`src/rtl/clock_pkg.sv`:
```
// Shared definitions for the clock/alarm time-keeping core.
//   DIGIT_W / FIELD_W : width of one BCD digit and of one two-digit field
//   *_LSB             : field offsets inside the 48-bit display word
//   ring_state_t      : alarm-ring FSM state encoding
//   bcd_last()        : BCD encoding of the last value of a modulo-N counter
package clock_pkg;

    localparam int DIGIT_W = 4;
    localparam int FIELD_W = 2 * DIGIT_W;
    localparam int WORD_W  = 6 * FIELD_W;

    localparam int SS_LSB  = 0;
    localparam int MM_LSB  = 8;
    localparam int HH_LSB  = 16;
    localparam int ASS_LSB = 24;
    localparam int AMM_LSB = 32;
    localparam int AHH_LSB = 40;

    typedef enum logic {
        RING_IDLE   = 1'b0,
        RING_ACTIVE = 1'b1
    } ring_state_t;

    // Two-digit BCD form of (modulus - 1), e.g. 60 -> 8'h59, 24 -> 8'h23.
    function automatic logic [FIELD_W-1:0] bcd_last(input int modulus);
        int last;
        last = modulus - 1;
        return {4'(last / 10), 4'(last % 10)};
    endfunction

endpackage

```
`src/rtl/clock_alarm_counter_if.sv`:
```
// Control/status bundle between the button debouncer, the time-keeping core
// and the display multiplexer / buzzer driver.
//   inc_min, inc_hour : single-cycle set strobes (minute +1, hour +1)
//   alarm_d           : 0 = strobes target the time, 1 = target the alarm
//   alarm_en          : level, alarm armed
//   alarm_stop        : single-cycle strobe, silences ringing
//   counter           : {alm_hh, alm_mm, alm_ss, hh, mm, ss} packed BCD
//   sec_tick          : one-cycle pulse per second
//   alarm_ring        : high while ringing
//   ring_state        : ring FSM state, for observation
// All strobes are fire-and-forget: the core accepts them in the cycle they are
// high and there is no back-pressure path.
interface clock_alarm_counter_if;
    import clock_pkg::*;

    logic              inc_min;
    logic              inc_hour;
    logic              alarm_d;
    logic              alarm_en;
    logic              alarm_stop;
    logic [WORD_W-1:0] counter;
    logic              sec_tick;
    logic              alarm_ring;
    ring_state_t       ring_state;

    // Upstream side: debouncer / switches, reads back the display word.
    modport master (
        output inc_min, inc_hour, alarm_d, alarm_en, alarm_stop,
        input  counter, sec_tick, alarm_ring, ring_state
    );

    // Core side.
    modport slave (
        input  inc_min, inc_hour, alarm_d, alarm_en, alarm_stop,
        output counter, sec_tick, alarm_ring, ring_state
    );

endinterface

```
`src/rtl/clock_alarm_counter_bcd_mod_counter.sv`:
```
// Two-digit BCD modulo-N counter (N = 60 for minutes/seconds, 24 for hours).
//   clk, reset : clock, asynchronous active-high reset (loads RST_VAL)
//   inc        : advance by one, wrapping at MODULUS-1
//   clr        : synchronous clear to 00, dominates inc
//   value      : current two-digit BCD value
//   carry_out  : high when this cycle's inc wraps the counter back to 00
module bcd_mod_counter
    import clock_pkg::*;
#(
    parameter int                 MODULUS = 60,
    parameter logic [FIELD_W-1:0] RST_VAL = '0
) (
    input  logic               clk,
    input  logic               reset,
    input  logic               inc,
    input  logic               clr,
    output logic [FIELD_W-1:0] value,
    output logic               carry_out
);

    localparam logic [FIELD_W-1:0] LAST = bcd_last(MODULUS);

    logic at_last;

    assign at_last   = (value == LAST);
    assign carry_out = inc & ~clr & at_last;

    // Units roll 9 -> 0 with a tens increment; the modulus check comes first so
    // 23 -> 00 wraps before the units rule would produce 24.
    always_ff @(posedge clk or posedge reset) begin
        if (reset) begin
            value <= RST_VAL;
        end else if (clr) begin
            value <= '0;
        end else if (inc) begin
            if (at_last) begin
                value <= '0;
            end else if (value[DIGIT_W-1:0] == 4'd9) begin
                value <= {value[FIELD_W-1:DIGIT_W] + 4'd1, 4'd0};
            end else begin
                value <= {value[FIELD_W-1:DIGIT_W], value[DIGIT_W-1:0] + 4'd1};
            end
        end
    end

endmodule

```
`src/rtl/clock_alarm_counter.sv`:
```
// Time-keeping core of the digital clock: 1 Hz prescaler, BCD hh:mm:ss time,
// settable alarm hh:mm, and the alarm-ring state machine.
//   clk   : board clock (CLK_HZ cycles per second)
//   reset : asynchronous active-high reset
//   bus   : control strobes in, packed BCD word / sec_tick / alarm_ring out
// Parameters: CLK_HZ (prescaler period), RING_SEC (ring length in seconds,
// 1..255), ALARM_RST_HH (BCD alarm hour after reset).
module clock_alarm_counter
    import clock_pkg::*;
#(
    parameter int         CLK_HZ       = 50000000,
    parameter int         RING_SEC     = 30,
    parameter logic [7:0] ALARM_RST_HH = 8'h07
) (
    input  logic                  clk,
    input  logic                  reset,
    clock_alarm_counter_if.slave  bus
);

    localparam int                 PRE_W     = (CLK_HZ > 1) ? $clog2(CLK_HZ) : 1;
    localparam logic [PRE_W-1:0]   PRE_LAST  = PRE_W'(CLK_HZ - 1);
    localparam logic [7:0]         RING_LAST = 8'(RING_SEC);
    localparam logic [FIELD_W-1:0] ALARM_SS  = '0;

    logic [PRE_W-1:0]   prescaler;
    logic               tick;
    logic               set_t_min;
    logic               set_t_hour;
    logic               set_a_min;
    logic               set_a_hour;
    logic               tick_time;
    logic               tick_applied;

    logic [FIELD_W-1:0] ss_val;
    logic [FIELD_W-1:0] mm_val;
    logic [FIELD_W-1:0] hh_val;
    logic [FIELD_W-1:0] amm_val;
    logic [FIELD_W-1:0] ahh_val;
    logic               ss_carry;
    logic               mm_carry;
    logic               mm_tick_carry;
    logic               hh_carry_unused;
    logic               amm_carry_unused;
    logic               ahh_carry_unused;

    logic               time_match;
    ring_state_t        state;
    logic [7:0]         ring_cnt;
    logic               alarm_ring_r;
    logic [WORD_W-1:0]  word;

    // ------------------------------------------------------------------
    // Prescaler and set-strobe decode
    // ------------------------------------------------------------------
    assign tick       = (prescaler == PRE_LAST);
    assign set_t_min  = bus.inc_min  & ~bus.alarm_d;
    assign set_t_hour = bus.inc_hour & ~bus.alarm_d;
    assign set_a_min  = bus.inc_min  &  bus.alarm_d;
    assign set_a_hour = bus.inc_hour &  bus.alarm_d;

    // A time minute-set discards a coincident tick entirely.
    assign tick_time  = tick & ~set_t_min;

    // Minute-set restarts the second so the new minute begins at :00 exactly.
    always_ff @(posedge clk or posedge reset) begin
        if (reset) begin
            prescaler <= '0;
        end else if (set_t_min || tick) begin
            prescaler <= '0;
        end else begin
            prescaler <= prescaler + 1'b1;
        end
    end

    // ------------------------------------------------------------------
    // Time of day
    // ------------------------------------------------------------------
    bcd_mod_counter #(.MODULUS(60), .RST_VAL(8'h00)) u_ss (
        .clk       (clk),
        .reset     (reset),
        .inc       (tick_time),
        .clr       (set_t_min),
        .value     (ss_val),
        .carry_out (ss_carry)
    );

    bcd_mod_counter #(.MODULUS(60), .RST_VAL(8'h00)) u_mm (
        .clk       (clk),
        .reset     (reset),
        .inc       (set_t_min | ss_carry),
        .clr       (1'b0),
        .value     (mm_val),
        .carry_out (mm_carry)
    );

    // Only a wrap caused by the seconds chain reaches the hours; a minute-set
    // wrap 59 -> 00 leaves the hour alone. ss_carry can only be high when no
    // minute-set is present, so gating with it isolates the tick path.
    assign mm_tick_carry = mm_carry & ss_carry;

    // An hour-set and a tick carry in the same cycle advance the hour once.
    bcd_mod_counter #(.MODULUS(24), .RST_VAL(8'h00)) u_hh (
        .clk       (clk),
        .reset     (reset),
        .inc       (set_t_hour | mm_tick_carry),
        .clr       (1'b0),
        .value     (hh_val),
        .carry_out (hh_carry_unused)
    );

    // ------------------------------------------------------------------
    // Alarm setting (seconds fixed at 00)
    // ------------------------------------------------------------------
    bcd_mod_counter #(.MODULUS(60), .RST_VAL(8'h00)) u_alm_mm (
        .clk       (clk),
        .reset     (reset),
        .inc       (set_a_min),
        .clr       (1'b0),
        .value     (amm_val),
        .carry_out (amm_carry_unused)
    );

    bcd_mod_counter #(.MODULUS(24), .RST_VAL(ALARM_RST_HH)) u_alm_hh (
        .clk       (clk),
        .reset     (reset),
        .inc       (set_a_hour),
        .clr       (1'b0),
        .value     (ahh_val),
        .carry_out (ahh_carry_unused)
    );

    // ------------------------------------------------------------------
    // Alarm ring FSM
    // ------------------------------------------------------------------
    // Marks the cycle right after a tick updated the time; set strobes never
    // raise it, so setting the time onto the alarm cannot start a ring.
    always_ff @(posedge clk or posedge reset) begin
        if (reset) begin
            tick_applied <= 1'b0;
        end else begin
            tick_applied <= tick_time;
        end
    end

    assign time_match = (hh_val == ahh_val) && (mm_val == amm_val) && (ss_val == ALARM_SS);

    always_ff @(posedge clk or posedge reset) begin
        if (reset) begin
            state        <= RING_IDLE;
            ring_cnt     <= '0;
            alarm_ring_r <= 1'b0;
        end else begin
            case (state)
                RING_IDLE: begin
                    // alarm_stop in the same cycle suppresses entry.
                    if (tick_applied && time_match && bus.alarm_en && !bus.alarm_stop) begin
                        state        <= RING_ACTIVE;
                        ring_cnt     <= '0;
                        alarm_ring_r <= 1'b1;
                    end
                end
                RING_ACTIVE: begin
                    if (bus.alarm_stop || !bus.alarm_en || ring_cnt == RING_LAST) begin
                        state        <= RING_IDLE;
                        alarm_ring_r <= 1'b0;
                    end else if (tick) begin
                        ring_cnt <= ring_cnt + 8'd1;
                    end
                end
                default: begin
                    state        <= RING_IDLE;
                    alarm_ring_r <= 1'b0;
                end
            endcase
        end
    end

    // ------------------------------------------------------------------
    // Outputs
    // ------------------------------------------------------------------
    always_comb begin
        word = '0;
        word[SS_LSB  +: FIELD_W] = ss_val;
        word[MM_LSB  +: FIELD_W] = mm_val;
        word[HH_LSB  +: FIELD_W] = hh_val;
        word[ASS_LSB +: FIELD_W] = ALARM_SS;
        word[AMM_LSB +: FIELD_W] = amm_val;
        word[AHH_LSB +: FIELD_W] = ahh_val;
    end

    assign bus.counter    = word;
    assign bus.sec_tick   = tick;
    assign bus.alarm_ring = alarm_ring_r;
    assign bus.ring_state = state;

endmodule

```
`src/flat_wrapper.sv`:
```
// flat-port wrapper written by rule: the top's interface ports become plain ports
module clock_alarm_counter_flat import clock_pkg::*;
#(
    parameter int         CLK_HZ       = 50000000,
    parameter int         RING_SEC     = 30,
    parameter logic [7:0] ALARM_RST_HH = 8'h07
)
  (clk, reset, bus_inc_min, bus_inc_hour, bus_alarm_d, bus_alarm_en, bus_alarm_stop, bus_counter, bus_sec_tick, bus_alarm_ring, bus_ring_state);
  clock_alarm_counter_if bus_i ();
  input  logic clk;
  input  logic reset;
  input wire logic [$bits(bus_i.inc_min)-1:0] bus_inc_min;
  input wire logic [$bits(bus_i.inc_hour)-1:0] bus_inc_hour;
  input wire logic [$bits(bus_i.alarm_d)-1:0] bus_alarm_d;
  input wire logic [$bits(bus_i.alarm_en)-1:0] bus_alarm_en;
  input wire logic [$bits(bus_i.alarm_stop)-1:0] bus_alarm_stop;
  output wire logic [$bits(bus_i.counter)-1:0] bus_counter;
  output wire logic [$bits(bus_i.sec_tick)-1:0] bus_sec_tick;
  output wire logic [$bits(bus_i.alarm_ring)-1:0] bus_alarm_ring;
  output wire logic [$bits(bus_i.ring_state)-1:0] bus_ring_state;
  assign bus_i.inc_min = bus_inc_min;
  assign bus_i.inc_hour = bus_inc_hour;
  assign bus_i.alarm_d = bus_alarm_d;
  assign bus_i.alarm_en = bus_alarm_en;
  assign bus_i.alarm_stop = bus_alarm_stop;
  assign bus_counter = bus_i.counter;
  assign bus_sec_tick = bus_i.sec_tick;
  assign bus_alarm_ring = bus_i.alarm_ring;
  assign bus_ring_state = bus_i.ring_state;
  clock_alarm_counter #(.CLK_HZ(CLK_HZ), .RING_SEC(RING_SEC), .ALARM_RST_HH(ALARM_RST_HH)) u_core (.clk(clk), .reset(reset), .bus(bus_i));
endmodule
```
`config.mk`:
```
export PLATFORM = sky130hd
export DESIGN_NAME = clock_alarm_counter_flat
export DESIGN_NICKNAME = d
export VERILOG_FILES = /design/src/rtl/clock_pkg.sv /design/src/rtl/clock_alarm_counter_if.sv /design/src/rtl/clock_alarm_counter_bcd_mod_counter.sv /design/src/rtl/clock_alarm_counter.sv /design/src/flat_wrapper.sv
export SDC_FILE = /design/constraint.sdc
export NUM_CORES = 1
export LEC_CHECK = 0
export ABC_AREA = 1
export BUFFER_PORTS_ARGS = -buffer_cell sky130_fd_sc_hd__buf_2
export CORE_MARGIN = 5
export CORE_UTILIZATION = 35
export CTS_BUF_LIST = sky130_fd_sc_hd__clkbuf_8
export CTS_CLUSTER_SIZE = 12
export DETAILED_ROUTE_END_ITERATION = 12
export MAX_ROUTING_LAYER = met4
export PLACE_DENSITY = 0.49
export SETUP_SLACK_MARGIN = 0.5
export SYNTH_ARGS = -nofsm -noshare
export SYNTH_HDL_FRONTEND = slang
export SYNTH_SLANG_ARGS = --single-unit
```
`constraint.sdc`:
```
create_clock -name clk -period 3.4 [get_ports clk]
set_input_delay 0.68 -clock clk [delete_from_list [all_inputs] [get_ports clk]]
set_output_delay 0.68 -clock clk [all_outputs]
set_load 0.02 [all_outputs]
```
# ---- Word-level counts from Yosys, hierarchy flattened
# Cells that the tools add are included.
dict set report classes {
  n_eq_ne 18
  mux 23
  add_sub_neg 12
  reduce_logical 24
  n_bitwise 14
}
# operator count
set ops {}
lappend ops {{8-bit two-way mux} 15}
lappend ops {{4-bit by 1-bit adder with 4-bit output, second input constant} 10}
lappend ops {{26-bit by 1-bit adder with 26-bit output, second input constant} 1}
lappend ops {{26-bit equality test, second input constant} 1}
lappend ops {{26-bit two-way mux} 1}
lappend ops {{8-bit by 7-bit equality test with 1-bit output, second input constant} 3}
lappend ops {{4-bit equality test, second input constant} 5}
lappend ops {{8-bit by 6-bit equality test with 1-bit output, second input constant} 2}
lappend ops {{8-bit equality test} 2}
lappend ops {{8-bit one-hot mux with 2 select lines} 1}
lappend ops {{2-bit AND reduction} 6}
lappend ops {{2-bit nonzero test} 5}
lappend ops {{1-bit AND} 9}
lappend ops {{8-bit by 1-bit adder with 8-bit output, second input constant} 1}
lappend ops {{8-bit by 5-bit equality test with 1-bit output, second input constant} 1}
lappend ops {{8-bit zero test} 1}
lappend ops {{1-bit logical AND} 5}
lappend ops {{1-bit two-way mux} 4}
lappend ops {{2-bit by 1-bit inequality test with 1-bit output, second input constant} 2}
lappend ops {{2-bit inequality test, second input constant} 2}
lappend ops {{1-bit one-hot mux with 2 select lines} 2}
lappend ops {{1-bit logical OR} 3}
lappend ops {{1-bit inverter} 3}
lappend ops {{3-bit AND reduction} 1}
lappend ops {{other kinds (3)} 5}
dict set report totals {
  word_cells 106
  ff_bits 77
}

# ---- Longest topological paths before layout
dict set report depth {
  ltp_word 11
  depth_mapped 13
  ltp_nobuf 13
}

# ---- Cells and area by module
# A second synthesis with hierarchy kept.
dict set report hier_totals {
  cells_unflattened 730
  hier_area_um2 5218.8
}
# module n_inst seq_area_each_um2 area_each_um2 cells_each
set modules_own_cells {}
lappend modules_own_cells {clock_alarm_counter 1 925.9 2686.3 392}
lappend modules_own_cells {{bcd_mod_counter (u_core.u_alm_mm ...)} 3 200.2 489.2 68}
lappend modules_own_cells {{bcd_mod_counter (u_core.u_alm_hh)} 1 203.9 534.3 67}
lappend modules_own_cells {{bcd_mod_counter (u_core.u_hh)} 1 200.2 530.5 67}

# ---- Least setup slack after synthesis
# OpenSTA, ideal clock, no wires.
dict set report synth_path {
  path_type {input to register}
  from {input port bus_alarm_en}
  to {register u_core.ring_cnt[7]}
  setup_slack_ps 1607
  n_path_buf 0
  cell_stages 11
  arrival_time_ps 1673
  setup_time_ps 120
  required_time_ps 3280
  cell_sequence {inv_1 nor2_1 inv_1 nor2_1 nand2_1 nor2_1 nand3_1 nand2_2 nand2_2 o21ai_0 inv_1}
}
dict set report synth_between {
  elab_chain_cells 5
  elab_cells_between_ends 8
}
# element line_no
set synth_lines {}
lappend synth_lines {{start: declaration} flat_wrapper.sv:15} ;# input wire logic [$bits(bus_i.alarm_en)-1:0] bus_alarm_en;
lappend synth_lines {{1-bit zero test} clock_alarm_counter.sv:163} ;# if (bus.alarm_stop || !bus.alarm_en || ring_cnt == RING_LAST) begin
lappend synth_lines {{1-bit logical OR (2 in a row)} clock_alarm_counter.sv:163}
lappend synth_lines {{2-bit inequality test (no line)} -}
lappend synth_lines {{3-bit AND reduction (no line) (*)} -}
lappend synth_lines {{end signal: assignment} clock_alarm_counter.sv:167} ;# ring_cnt <= ring_cnt + 8'd1;
lappend synth_lines {{end: declaration} clock_alarm_counter.sv:48} ;# logic [7:0] ring_cnt;
# Mark *: on every way between the ends. The rest lies on a longest branch, timed or not.
# A chain may end at the register's enable or synchronous reset.

# ---- Worst setup path in the final report
dict set report layout_path {
  from {register u_core.prescaler[0]}
  to {output port bus_sec_tick}
}
dict set report layout_between {
  elab_chain_cells 1
}
# element line_no
set layout_lines {}
lappend layout_lines {{start: declaration} clock_alarm_counter.sv:25} ;# logic [PRE_W-1:0] prescaler;
lappend layout_lines {{start signal: assignment} clock_alarm_counter.sv:71} ;# prescaler <= prescaler + 1'b1;
lappend layout_lines {{26-bit equality test} clock_alarm_counter.sv:55} ;# assign tick = (prescaler == PRE_LAST);
lappend layout_lines {{end: declaration} flat_wrapper.sv:18} ;# output wire logic [$bits(bus_i.sec_tick)-1:0] bus_sec_tick;
# Every way passes these cells.

==> metrics.md <==
| Metric | Value |
|---|---|
| Status | `complete, no violations` |
| DR vias | `4,347` |
| Setup violations, final | `0` |
| Die Y | `128 um` |
| H-tree levels | `3` |
| Main synth FF type | `dfrtp_1` |
| RSZ-0062 raised after global routing | `no` |
| Final antenna-violating net count | `0` |
| Async set or reset register ratio after synthesis | `100%` |
| Clock share of power | `25.1%` |
| Post-route clock period utilization | `between 70% and 80%` |
| Dpl ws | `1000 ps` |
| Vias in the first global route | `4,143` |
| Setup crit end kind | `output pin` |
| Combinational power share | `32.8%` |
| CP Class | `reg -> out` |
| Clock root buffer | `clkbuf_8` |
| Crit-path max FO | `5` |
| Final Hold Fails | `0` |
| CTS clk-pin slew, worst paths | `~90 ps` |
| Synth cell count leaders | `nand2_1 (161), inv_1 (105), nor2_1 (95)` |
| CTS tree | `done` |
| WL/cell | `13.5 um` |
| Sequential power share | `42.1%` |
| Synth warn | `0` |
| Power Density | `583 nW/um^2` |
| Distinct cells, synth | `36` |
| Worst min path class | `in -> async` |
| Fin Setup TNS | `0 ps` |
| Initial antenna violation count | `0` |
| DR iter-0 viols | `257` |
| Worst Clk Skew | `17.3 ps` |
| Fill cells | `1,442` |
| Post-CTS setup buffer count | `0` |
| Final min period | `2430 ps` |
| Crit start category | `flop` |
| Sw power | `1.34 mW` |
| Total CTS buffers | `9` |
| Residual DRC count | `0` |
| Largest net degree at the start of global routing | `33` |
| Area share of the largest cell type after synthesis | `38.3%` |
| GRT Total Usage | `16.1%` |
| Hpwl dp | `9.49 mm` |
| Cell row count | `43` |
| Vias/cell | `approximately 4.8` |
| First-pass GRT wire length | `~20 mm` |
| Layout area overhead | `13.5%` |
| Utilization after layout | `about two fifths` |
| Register area | `~1900 sq um` |
| IO Pins | `58` |
| Critical Path AT | `1750 ps` |
| Sequential fraction of the synthesis area | `39.9%` |
| Slew HR | `about 60%` |
| Input/output buffers | `49` |
| VDD IR max | `240 uV` |
| Post-synth EDFFs | `0` |
| Initial Util | `35.3%` |
| Worst-Skew Late Latency | `380 ps` |
| Post-CTS Resized | `0` |
| Core area | `13,700 sq um` |
| Die area | `16,300 sq um` |
| Pleak | `about 2.8 nW` |
| Hold Slack | `327 ps` |
| Max-cap violation count | `0` |
| Overflow after GRT | `0` |
| Fin. max-slew vios | `0` |
| Synth area leaders | `dfrtp_1 (38%), nand2_1 (12%), inv_1 (8.1%)` |
| Critical path required time | `2720 ps` |
| Hold buffer count at CTS | `0` |
| Die W | `128 um` |
| Area leader, netlist | `dfrtp_1` |
| Avg Cell Area, Syn | `7.26 sq um` |
| Drt pass-1 iters | `4` |
| Clock tree buffer depth | `2` |
| Internal | `between 1.5 and 2 mW` |
| Worst Tran Pin Value | `575 ps` |
| NumNets Final | `between 700 and 800` |
| Final setup margin | `969 ps` |
| Multi-input logic area | `2450 sq um` |
| Fmax | `0.411 GHz` |
| Drt total wl | `12.2 mm` |
| Routability congestion estimate from global placement | `0.858` |
| Sw Ratio | `41.8%` |
| Sink Count | `77` |
| Most frequent cell after synthesis | `nand2_1` |
| Post-Syn Area | `4840 sq um` |
| Seq cells post-synth | `77` |
| Layout cell share with drive strength beyond 1 | `12.1%` |
| Ant diodes | `0` |
| Mapped Cells | `666` |
[layer usage]
metal	vias up	track usage (%)	wire length (um)
li1	2229	-	-
met1	2033	20.2	5600
met2	71	26.5	6040
met3	14	2.63	446
met4	0	5.55	150
met5	-	-	0
[cell usage in the layout, fill, tap and decap left out, types with 2 or more instances in the layout]
| cell type | n |
|---|---|
| nand2_1 | 161 |
| inv_1 | 104 |
| nor2_1 | 95 |
| dfrtp_1 | 74 |
| buf_2 | 49 |
| nand3_1 | 40 |
| o21ai_0 | 34 |
| ha_1 | 25 |
| nand4_1 | 23 |
| nor3_1 | 18 |
| xor2_1 | 14 |
| a21oi_1 | 13 |
| clkbuf_8 | 9 |
| conb_1 | 8 |
| o21ai_1 | 5 |
| nor4_1 | 5 |
| nand2_2 | 4 |
| xnor2_1 | 4 |
| clkinv_4 | 4 |
| nand2_4 | 3 |
| o22ai_1 | 3 |
| a31oi_1 | 3 |
| dfstp_2 | 3 |
| nor2_2 | 2 |
| nor3_2 | 2 |
| nand3b_1 | 2 |
| or2_2 | 2 |
| o21ai_2 | 2 |
| a211oi_1 | 2 |
| nor3b_1 | 2 |
| o21a_1 | 2 |
| clkinv_2 | 2 |
| bufinv_16 | 2 |
| buf_4 | 2 |
[worst max-delay path: stages (launching register included)]
cell	delay, ps
dfrtp_1	410
ha_1	210
nand3_1	120
inv_1	120
nand2_1	90
nor2_2	200
buf_2	210
[worst paths after layout]
| kind | from | to | slack [ps] | cells past startpoint |
|---|---|---|---|---|
| max | u_core.prescaler[0] | bus_sec_tick | 970 | 6 |
| min | reset | u_core.prescaler[19] | 330 | 2 |
| max reg2reg | u_core.prescaler[0] | u_core.u_mm.value[7] | 1190 | 12 |
| min reg2reg | u_core.prescaler[0] | u_core.prescaler[0] | 510 | 1 |
| max in group asynchronous | reset | u_core.u_alm_hh.value[1] | 2250 | 3 |
| min in group clk | u_core.prescaler[0] | u_core.prescaler[0] | 510 | 1 |
[power by group through the flow]
stage                     Clock, mW  Combinational (mW)  Sequential, mW
after global placement            0                1.06            1.36
after global routing          0.871                1.20            1.38
after detailed placement          0                1.06            1.36
after floorplan                   0               0.602            1.46
after CTS                     0.829                1.06            1.35
final                         0.802                1.05            1.35
[cell families (layout without fill, tap and decap cells)]
kind of cell	after synthesis	in the layout	synth area share, %
simple gates	361	361	32.8
other cells	1	8	0.0775
xor+xnor	18	18	3.26
compound gates	66	66	7.45
flops	77	77	39.9
buf+inv	118	173	10.0
fa+ha+maj	25	25	6.47
[per-stage QoR]
step	instance area [sq um]	std cells	total power [mW]
3_3_place_gp	5260	892	2.42
3_5_place_dp	5260	892	2.42
4_1_cts	5490	908	3.24
5_1_grt	5490	908	3.46
2_1_floorplan	4860	673	2.06
6_report	5490	908	3.20
[flip-flops by register name (all words and copies together), names as in the netlist]
register / count
u_core.prescaler: 26
u_core.u_mm.value: 8
u_core.tick_applied: 1
u_core.bus.ring_state: 1
u_core.u_ss.value: 8
u_core.ring_cnt: 8
u_core.u_alm_mm.value: 8
u_core.bus.alarm_ring: 1
u_core.u_alm_hh.value: 8
u_core.u_hh.value: 8
[area by class of cell]
| class | instances | share of cell area (%) |
|---|---|---|
| tap | 180 | 4.10 |
| clock inverter | 7 | 1.82 |
| inverter | 106 | 7.27 |
| sequential | 77 | 35.2 |
| clock buffer | 9 | 2.26 |
| timing repair buffer | 51 | 4.74 |
| multi-input combinational | 478 | 44.6 |
No activity file was read; power rests on OpenSTA's default activity.
